`src/rtl/m68k_region_decode.sv`:
```
// m68k_region_decode: registered 68000 address decoder.
// Decodes each bus cycle against a port-supplied region map, drives one-hot
// chip selects, and terminates the cycle with DTACK_n (after per-region wait
// states and external ready) or BERR_n (after a timeout on a miss or stall).

module m68k_region_decode #(
  parameter int NREGIONS = 16,
  parameter int ADDR_W   = 24,
  parameter int WAIT_W   = 4,
  parameter int TIMEOUT  = 64
) (
  input  logic                           clk,
  input  logic                           reset_n,
  input  logic [ADDR_W-1:0]              cpu_a,
  input  logic                           cpu_as_n,
  input  logic [NREGIONS*ADDR_W-1:0]     region_base,
  input  logic [NREGIONS*5-1:0]          region_width,
  input  logic [NREGIONS*WAIT_W-1:0]     region_wait,
  input  logic [NREGIONS-1:0]            region_en,
  input  logic [NREGIONS-1:0]            region_ready,
  output logic [NREGIONS-1:0]            cs,
  output logic [$clog2(NREGIONS)-1:0]    hit_idx,
  output logic                           dtack_n,
  output logic                           berr_n,
  output logic                           busy
);

  localparam int IDX_W  = $clog2(NREGIONS);
  localparam int TCNT_W = $clog2(TIMEOUT);

  typedef enum logic [2:0] {
    ST_IDLE = 3'd0,
    ST_WAIT = 3'd1,
    ST_ACK  = 3'd2,
    ST_MISS = 3'd3,
    ST_BERR = 3'd4
  } state_t;

  state_t              state_q, state_d;
  logic [NREGIONS-1:0] cs_q, cs_d;
  logic [IDX_W-1:0]    hit_idx_q, hit_idx_d;
  logic                dtack_n_q, dtack_n_d;
  logic                berr_n_q, berr_n_d;
  logic                busy_q, busy_d;
  logic [WAIT_W-1:0]   wcnt_q, wcnt_d;
  logic [TCNT_W-1:0]   tcnt_q, tcnt_d;
  logic                prev_as_q, prev_as_d;
  // arm_q: AS_n has been seen high since reset, so a low level after reset
  // release is not mistaken for a fresh falling edge.
  logic                arm_q, arm_d;

  logic [NREGIONS-1:0] match_s;
  logic                any_hit_s;
  logic [IDX_W-1:0]    match_idx_s;
  logic                start_s;
  logic                timeout_s;

  // Per-region address compare against the live CPU address.
  always_comb begin
    match_s = {NREGIONS{1'b0}};
    for (int i = 0; i < NREGIONS; i++) begin
      if (int'(region_width[i*5 +: 5]) >= ADDR_W) begin
        match_s[i] = region_en[i];
      end else begin
        match_s[i] = region_en[i] &
                     ((cpu_a >> region_width[i*5 +: 5]) ==
                      (region_base[i*ADDR_W +: ADDR_W] >> region_width[i*5 +: 5]));
      end
    end
  end

  // Priority encode the matches; the lowest index wins on overlap.
  always_comb begin
    any_hit_s   = 1'b0;
    match_idx_s = {IDX_W{1'b0}};
    for (int i = NREGIONS - 1; i >= 0; i--) begin
      if (match_s[i]) begin
        any_hit_s   = 1'b1;
        match_idx_s = IDX_W'(i);
      end else begin
        any_hit_s   = any_hit_s;
      end
    end
  end

  assign start_s   = ~cpu_as_n & prev_as_q & arm_q;
  assign timeout_s = (tcnt_q == TCNT_W'(TIMEOUT - 2));

  // Bus-cycle state machine: next state and next registered outputs.
  always_comb begin
    state_d   = state_q;
    cs_d      = cs_q;
    hit_idx_d = hit_idx_q;
    dtack_n_d = dtack_n_q;
    berr_n_d  = berr_n_q;
    wcnt_d    = wcnt_q;
    tcnt_d    = tcnt_q;
    prev_as_d = cpu_as_n;
    arm_d     = arm_q | cpu_as_n;
    case (state_q)
      ST_IDLE: begin
        dtack_n_d = 1'b1;
        berr_n_d  = 1'b1;
        if (start_s && any_hit_s) begin
          cs_d      = {{(NREGIONS-1){1'b0}}, 1'b1} << match_idx_s;
          hit_idx_d = match_idx_s;
          wcnt_d    = region_wait[match_idx_s*WAIT_W +: WAIT_W];
          tcnt_d    = {TCNT_W{1'b0}};
          state_d   = ST_WAIT;
        end else if (start_s) begin
          cs_d    = {NREGIONS{1'b0}};
          tcnt_d  = {TCNT_W{1'b0}};
          state_d = ST_MISS;
        end else begin
          cs_d = {NREGIONS{1'b0}};
        end
      end
      ST_WAIT: begin
        tcnt_d = tcnt_q + TCNT_W'(1);
        if (cpu_as_n) begin
          cs_d    = {NREGIONS{1'b0}};
          state_d = ST_IDLE;
        end else if ((wcnt_q == {WAIT_W{1'b0}}) && region_ready[hit_idx_q]) begin
          dtack_n_d = 1'b0;
          state_d   = ST_ACK;
        end else if (timeout_s) begin
          cs_d     = {NREGIONS{1'b0}};
          berr_n_d = 1'b0;
          state_d  = ST_BERR;
        end else if (wcnt_q != {WAIT_W{1'b0}}) begin
          wcnt_d = wcnt_q - WAIT_W'(1);
        end else begin
          wcnt_d = wcnt_q;
        end
      end
      ST_ACK: begin
        if (cpu_as_n) begin
          cs_d      = {NREGIONS{1'b0}};
          dtack_n_d = 1'b1;
          state_d   = ST_IDLE;
        end else begin
          state_d = ST_ACK;
        end
      end
      ST_MISS: begin
        tcnt_d = tcnt_q + TCNT_W'(1);
        if (cpu_as_n) begin
          state_d = ST_IDLE;
        end else if (timeout_s) begin
          berr_n_d = 1'b0;
          state_d  = ST_BERR;
        end else begin
          state_d = ST_MISS;
        end
      end
      ST_BERR: begin
        if (cpu_as_n) begin
          berr_n_d = 1'b1;
          state_d  = ST_IDLE;
        end else begin
          state_d = ST_BERR;
        end
      end
      default: begin
        state_d   = ST_IDLE;
        cs_d      = {NREGIONS{1'b0}};
        dtack_n_d = 1'b1;
        berr_n_d  = 1'b1;
      end
    endcase
    busy_d = (state_d != ST_IDLE);
  end

  // State and output registers with asynchronous reset.
  always_ff @(posedge clk or negedge reset_n) begin
    if (!reset_n) begin
      state_q   <= ST_IDLE;
      cs_q      <= {NREGIONS{1'b0}};
      hit_idx_q <= {IDX_W{1'b0}};
      dtack_n_q <= 1'b1;
      berr_n_q  <= 1'b1;
      busy_q    <= 1'b0;
      wcnt_q    <= {WAIT_W{1'b0}};
      tcnt_q    <= {TCNT_W{1'b0}};
      prev_as_q <= 1'b1;
      arm_q     <= 1'b0;
    end else begin
      state_q   <= state_d;
      cs_q      <= cs_d;
      hit_idx_q <= hit_idx_d;
      dtack_n_q <= dtack_n_d;
      berr_n_q  <= berr_n_d;
      busy_q    <= busy_d;
      wcnt_q    <= wcnt_d;
      tcnt_q    <= tcnt_d;
      prev_as_q <= prev_as_d;
      arm_q     <= arm_d;
    end
  end

  assign cs      = cs_q;
  assign hit_idx = hit_idx_q;
  assign dtack_n = dtack_n_q;
  assign berr_n  = berr_n_q;
  assign busy    = busy_q;

endmodule

```
`config.mk`:
```
export PLATFORM = sky130hd
export DESIGN_NAME = m68k_region_decode
export DESIGN_NICKNAME = d
export VERILOG_FILES = /design/src/rtl/m68k_region_decode.sv
export SDC_FILE = /design/constraint.sdc
export NUM_CORES = 1
export LEC_CHECK = 0
export CORE_AREA = 2 2 238 240
export CTS_CLUSTER_SIZE = 12
export DETAILED_ROUTE_END_ITERATION = 10
export DIE_AREA = 0 0 240 242
export GPL_TIMING_DRIVEN = 0
export PLACE_DENSITY = 0.62
export SYNTH_ARGS = -nofsm -noshare
export SYNTH_HDL_FRONTEND = slang
export SYNTH_SLANG_ARGS = --single-unit
```
`constraint.sdc`:
```
create_clock -name clk -period 7.44 [get_ports clk]
set_input_delay 0.744 -clock clk [delete_from_list [all_inputs] [get_ports clk]]
set_output_delay 0.744 -clock clk [all_outputs]
set_load 0.05 [all_outputs]
```
Word-level counts from Yosys, hierarchy flattened
Index checks and enable logic that the tools add are counted.

Output and inout bits: 23. Logic and storage cells: 218. Bits of input ports: 587. Flip-flop bits (word level): 38.

Bitwise gates (word level): 22. Reduce and logical (&&, ||, !) cells: 16. $add $sub $neg: 2. Equal/unequal tests: 33. Shifts and indexed selects: 34. Mux-type cells: 84. Order comparisons: 17.

Operators with widths (number): right shift 24 x 5 -> 24 bit (32); == test 24 bit (16); two-way mux 4 bit (21); greater-or-equal comparator 5 bit (second input constant) (16); two-way mux 16 bit (5); one-hot mux 16 bit (4 select lines) (1); indexed part select 64 x 7 -> 4 bit (1); two-way mux 1 bit (40); two-way mux 3 bit (8); bitwise AND 1 bit (18); inequality test 2 bit (second input constant) (9); << shifter 1 x 4 -> 16 bit (first input constant) (1); one-hot mux 3 bit (5 select lines) (1); two-way mux 6 bit (2); one-hot mux 6 bit (2 select lines) (1); inequality test 3 bit (second input constant) (3); one-hot mux 4 bit (2 select lines) (1); AND reduction 4 bit (2); adder 6 x 1 -> 6 bit (second input constant) (1); == test 3 x 2 -> 1 bit (second input constant) (2); == test 6 bit (second input constant) (1); AND reduction 6 bit (1); < comparator 4 x 5 -> 1 bit (second input constant) (1); AND reduction 5 bit (1); 17 further kinds (23).

Longest topological paths before layout
Depth after elaboration: 24. Gate-level depth with buffers: 18. Mapped depth without buffers: 13.

Worst setup path after synthesis
OpenSTA, ideal clock, no wires.

Path type: input -> register. Start: input region_width[20]. End: register wcnt_q[0]. Stages: 14. Path buffers: 2. Data arrival time: 4410 ps. Library setup time: 130 ps. Slack: 2900 ps. Cell sequence: buf_4 > buf_6 > mux4_2 > mux4_2 > xnor2_1 > o2111a_1 > o221ai_1 > inv_1 > nor4b_4 > nor3b_2 > mux4_2 > nor2b_1 > a211oi_1 > o31ai_1.

Cells in the longest elaborated chain, start to end: 12. Elaborated cells on any way between the ends: 22. Those cells by class: order compare (1); eq/ne (2); shift (3); mux (13); bitwise (1); reduce/logical (2).

RTL lines: from (decl) (RTL line 17) `input logic [NREGIONS*5-1:0] region_width,`; right shift 24 x 5 -> 24 bit, on equally long branches (RTL line 66, 67); == test 24 bit (RTL line 66) `((cpu_a >> region_width[i*5 +: 5]) ==`; bitwise AND 1 bit (RTL line 65) `match_s[i] = region_en[i] &`; two-way mux 1 bit (*) (RTL line 62) `if (int'(region_width[i*5 +: 5]) >= ADDR_W) begin`; two-way mux 4 bit or two-way mux 1 bit (tied branches) (5 in a row) (RTL line 77) `if (match_s[i]) begin`; indexed part select 64 x 7 -> 4 bit or logical AND 1 bit (tied branches) (RTL line 107, 104); two-way mux 4 bit or inequality test 2 bit (tied branches); one-hot mux 4 bit (2 select lines) or AND reduction 6 bit (tied branches); to (signal assigned) (RTL line 183) `wcnt_q <= {WAIT_W{1'b0}};`; to (signal assigned) (RTL line 194) `wcnt_q <= wcnt_d;`; to (decl) (RTL line 45) `logic [WAIT_W-1:0] wcnt_q, wcnt_d;`.

Mark *: on every way between the ends. The rest lies on a longest branch, timed or not. The select of a mux whose other input is x is not followed. A chain may end at the register's enable or synchronous reset.

Worst setup path after layout
Start: input cpu_a[2]. End: register wcnt_q[3].

Cells in the longest elaborated chain, start to end: 23. Elaborated cells on any way between the ends: 102. Those cells by class: eq/ne (17); shift (17); mux (50); bitwise (16); reduce/logical (2).

RTL lines: from (decl) (RTL line 14) `input logic [ADDR_W-1:0] cpu_a,`; right shift 24 x 5 -> 24 bit (RTL line 66); == test 24 bit (RTL line 66); bitwise AND 1 bit (RTL line 65); two-way mux 1 bit (RTL line 62); two-way mux 4 bit or two-way mux 1 bit (tied branches) (16 in a row) (RTL line 77); indexed part select 64 x 7 -> 4 bit or logical AND 1 bit (tied branches) (RTL line 107, 104); two-way mux 4 bit or inequality test 2 bit (tied branches); one-hot mux 4 bit (2 select lines) or AND reduction 6 bit (tied branches).

Several ways; a longest one is shown, not always the timed one. The select of a mux whose other input is x is not followed.

==> key figures <==
Route
  • Drt pass-1 iters: 6
  • Post-route DRC violation count: 0
  • Routed wire per std cell: 32.98 µm
  • Post-route ant nets: 0
  • 1st-iter DRT viols: 2565
  • Vias/cell: 6.567
  • WL final: 116100 µm
  • Vias: 23110

Global routing
  • Largest net degree at the start of global routing: 39
  • GRT Resource Usage Total: 38.63%
  • Vias in the first global route: 23300
  • First-pass GRT wire length: 163300 µm
  • Grt ovf: 0
  • Initial antenna violation count: 22

Yosys
  • Synth warnings: 0
  • Mean Syn Cell Area: 9.438 µm²
  • Synth Instances: 2170
  • Synth top area cells: mux4_2 31%, xor2_1 12%, xnor2_1 9.4%, mux2i_1 6.5%, dfrtp_1 4.3%
  • Area leader, netlist: mux4_2
  • Post-synthesis sequential element count: 38
  • Ys flop type: dfrtp_1
  • Synth top area share: 31.23%
  • Unique masters post-synth: 99
  • Syn_nets: 2761
  • Post-synthesis sequential area ratio: 4.662%
  • Synth Cell Area: 20480 µm²
  • FFs w/ async S/R, synth: 100.0%
  • Number of synthesized flops with an enable pin: 0

Floorplan
  • Initial core utilization: 36.75%
  • Die X: 240 µm
  • Die Footprint: 58080 µm²
  • I/O Pins: 610
  • Die Span Y: 242 µm
  • Core area: 55730 µm²
  • FP Rows: 87

Clock tree
  • Post-CTS sizing: 0
  • Clk sinks: 38
  • Worst-skew pair later-pin latency: 0.28 ns
  • Clock transition at path regs: 0.06 ns
  • CTS max path bufs: 2
  • H-tree levels: 2
  • Num CTS Buffers: 5
  • CTS tree: done
  • Number of hold buffers added after cts: 0
  • Clk Tree Root Cell: clkbuf_16
  • Postcts setup bufs: 0

Timing
  • Slew margin rel.: 20.88%
  • Post-layout min period: 7.163 ns
  • Setup violations, final: 0
  • Worst Skew: 0.003833 ns
  • Fin crit share: 96.28%
  • Setup TNS: 0 ns
  • Final Hold Fails: 0
  • RSZ-0062 raised after global routing: no
  • Fmax: 139.6 MHz
  • Worst Slack Setup Final: 0.2769 ns
  • Slew Limit Fails: 0
  • Worst slew pin tran: 1.187 ns

Min path
  • Worst hold path class: flip-flop to flip-flop

Setup path
  • Required @ worst endpoint: 7.63 ns
  • CP Max Fanout: 10
  • Delay of the slowest critical-path stage: 0.89 ns
  • Cell Chain, Critical Path: clkdlybuf4s50_1, buf_2, buf_2, buf_4, xor2_1, mux2i_1, a32oi_1, nor4_1, o211a_1, o221ai_1, inv_1, nor4b_4, nor3b_2, nand3_1, a2111oi_0, a211oi_1, o31ai_1
  • CP Capture Type: flip-flop
  • Master of the slowest instance on the critical path: o221ai_1
  • Crit path DAT: 7.35 ns
  • CP most frequent cell: buf_2
  • Crit path kind: input port to flip-flop
  • Startpoint Class: input port

Power
  • Power Total: 2.773 mW
  • Power per cell area: 101.6 nW/µm²
  • Cell-internal power: 1.430 mW
  • Sw Ratio: 48.44%
  • Clock Power Share: 8.0%
  • Logic pwr share: 82.2%
  • Sw power: 1.343 mW
  • VDD IR max: 0.1104 mV
  • Share of power burned in registers: 9.8%
  • P_leak: 9.969 nW

Place
  • Total placed instance area: 27100 µm²
  • Place WS: 0.3176 ns
  • IO buf count: 567
  • DP HPWL: 92010 µm
  • GPL Wtd Cong: 0.9985

Cells and area
  • Post-route cell area: 27290 µm²
  • P&R area growth vs syn: 33.27%
  • Final nets: 3335
  • Fraction of layout instances using a drive strength above 1: 19.05%

Outcome
  • Outcome: finished clean

Job
  • Max Cap Viol: 0
[per-stage QoR]
stage | hold slack (ns) | utilization, % | instances
detailed placement | 0.4807 | 48.62 | 3493
global placement | 0.4696 | 48.63 | 3493
CTS | 0.4943 | 48.89 | 3501
finish | 0.4919 | 48.97 | 3519
floorplan | 0.4484 | - | 2170
global route | 0.5089 | 48.96 | 3516
[Yosys cell counts (15+ instances only)]
master,number
mux4_2,284
xor2_1,275
xnor2_1,220
mux2i_1,134
nor2_1,132
nand2_1,123
buf_2,115
a21oi_1,69
o21ai_0,61
a211oi_1,45
nor3_1,44
inv_1,41
buf_4,38
dfrtp_1,35
clkbuf_1,34
nand3_1,27
o211ai_1,23
nand2b_1,22
nor2b_1,20
a22o_1,18
buf_6,18
mux2_2,17
nor4_1,16
o2111ai_1,16
and3_1,15
o32ai_1,15
[logic make-up after synthesis]
| family | count (synthesis) | synth area share [%] |
|---|---|---|
| mux | 436 | 38.77 |
| xor+xnor | 495 | 21.17 |
| fa+ha+maj | 4 | 0.2444 |
| buf+inv | 268 | 6.971 |
| flops | 38 | 4.662 |
| compound gates | 444 | 16.34 |
| simple gates | 485 | 11.84 |
[sequential cells by signal, indices dropped and copies added (netlist names)]
signal     cells
arm_q          1
berr_n         1
busy           1
cs            16
dtack_n        1
hit_idx        4
prev_as_q      1
state_q        3
tcnt_q         6
wcnt_q         4
[routing by layer]
metal | vias to the layer above | part of all wire (%) | track usage [%]
met4 | 6 | 6.8 | 22.71
met3 | 373 | 11 | 9.754
li1 | 9542 | - | -
met1 | 11520 | 38 | 48.08
met5 | - | 0.035 | 0
met2 | 1669 | 45 | 60.35
[worst paths after layout]
path / slack, ns / from / depth (start not counted) / to
worst max-delay path: 0.28 / cpu_a[2] / 17 / wcnt_q[3]
worst min-delay path: 0.49 / cs[8] / 1 / cs[8]
worst max register to register: 4.33 / hit_idx[0] / 11 / cs[10]
worst min register to register: 0.49 / cs[8] / 1 / cs[8]
max in group asynchronous: 6.28 / reset_n / 1 / tcnt_q[5]
min in group asynchronous: 0.59 / reset_n / 1 / busy
[power by group through the flow]
stage / registers [mW] / logic (mW) / clock network (mW)
after global routing: 0.277 / 2.40 / 0.228
final: 0.272 / 2.28 / 0.221
after CTS: 0.271 / 2.23 / 0.221
after global placement: 0.273 / 2.20 / 0
after detailed placement: 0.274 / 2.22 / 0
after floorplan: 0.321 / 1.32 / 0
[cell type report]
| class | instances | area [µm²] |
|---|---|---|
| Fill cell | 5306 | 28440 |
| Multi-Input combinational cell | 1864 | 18100 |
| Timing Repair Buffer | 567 | 5670 |
| Buffer | 214 | 1225 |
| Sequential cell | 38 | 954.7 |
| Tap cell | 756 | 945.9 |
| Inverter | 54 | 202.7 |
| Clock buffer | 6 | 138.9 |
| Antenna cell | 18 | 45.04 |
| Clock inverter | 2 | 12.51 |
[cell usage in the layout, fill, tap and decap left out, types with 34 or more instances in the layout]
cell | synthesis | layout
buf_4 | 38 | 38
buf_2 | 115 | 116
mux2i_1 | 134 | 134
dfrtp_1 | 35 | 35
nor2_1 | 132 | 132
clkbuf_1 | 34 | 34
a211oi_1 | 45 | 45
nor3_1 | 44 | 44
o21ai_0 | 61 | 61
xnor2_1 | 220 | 220
clkdlybuf4s50_1 | 0 | 566
xor2_1 | 275 | 275
mux4_2 | 284 | 284
nand2_1 | 123 | 123
a21oi_1 | 69 | 69
inv_1 | 41 | 41
[worst max-delay path, delay by kind of cell]
kind,cells,cell delay (ns)
muxes,1,0.09
xor gates and xnor gates,1,0.18
and+or+nand+nor,4,1.69
AOI/OAI and AO/OA,6,2.40
buffers and inverters,5,2.20
(Power assumes the default switching activity.)
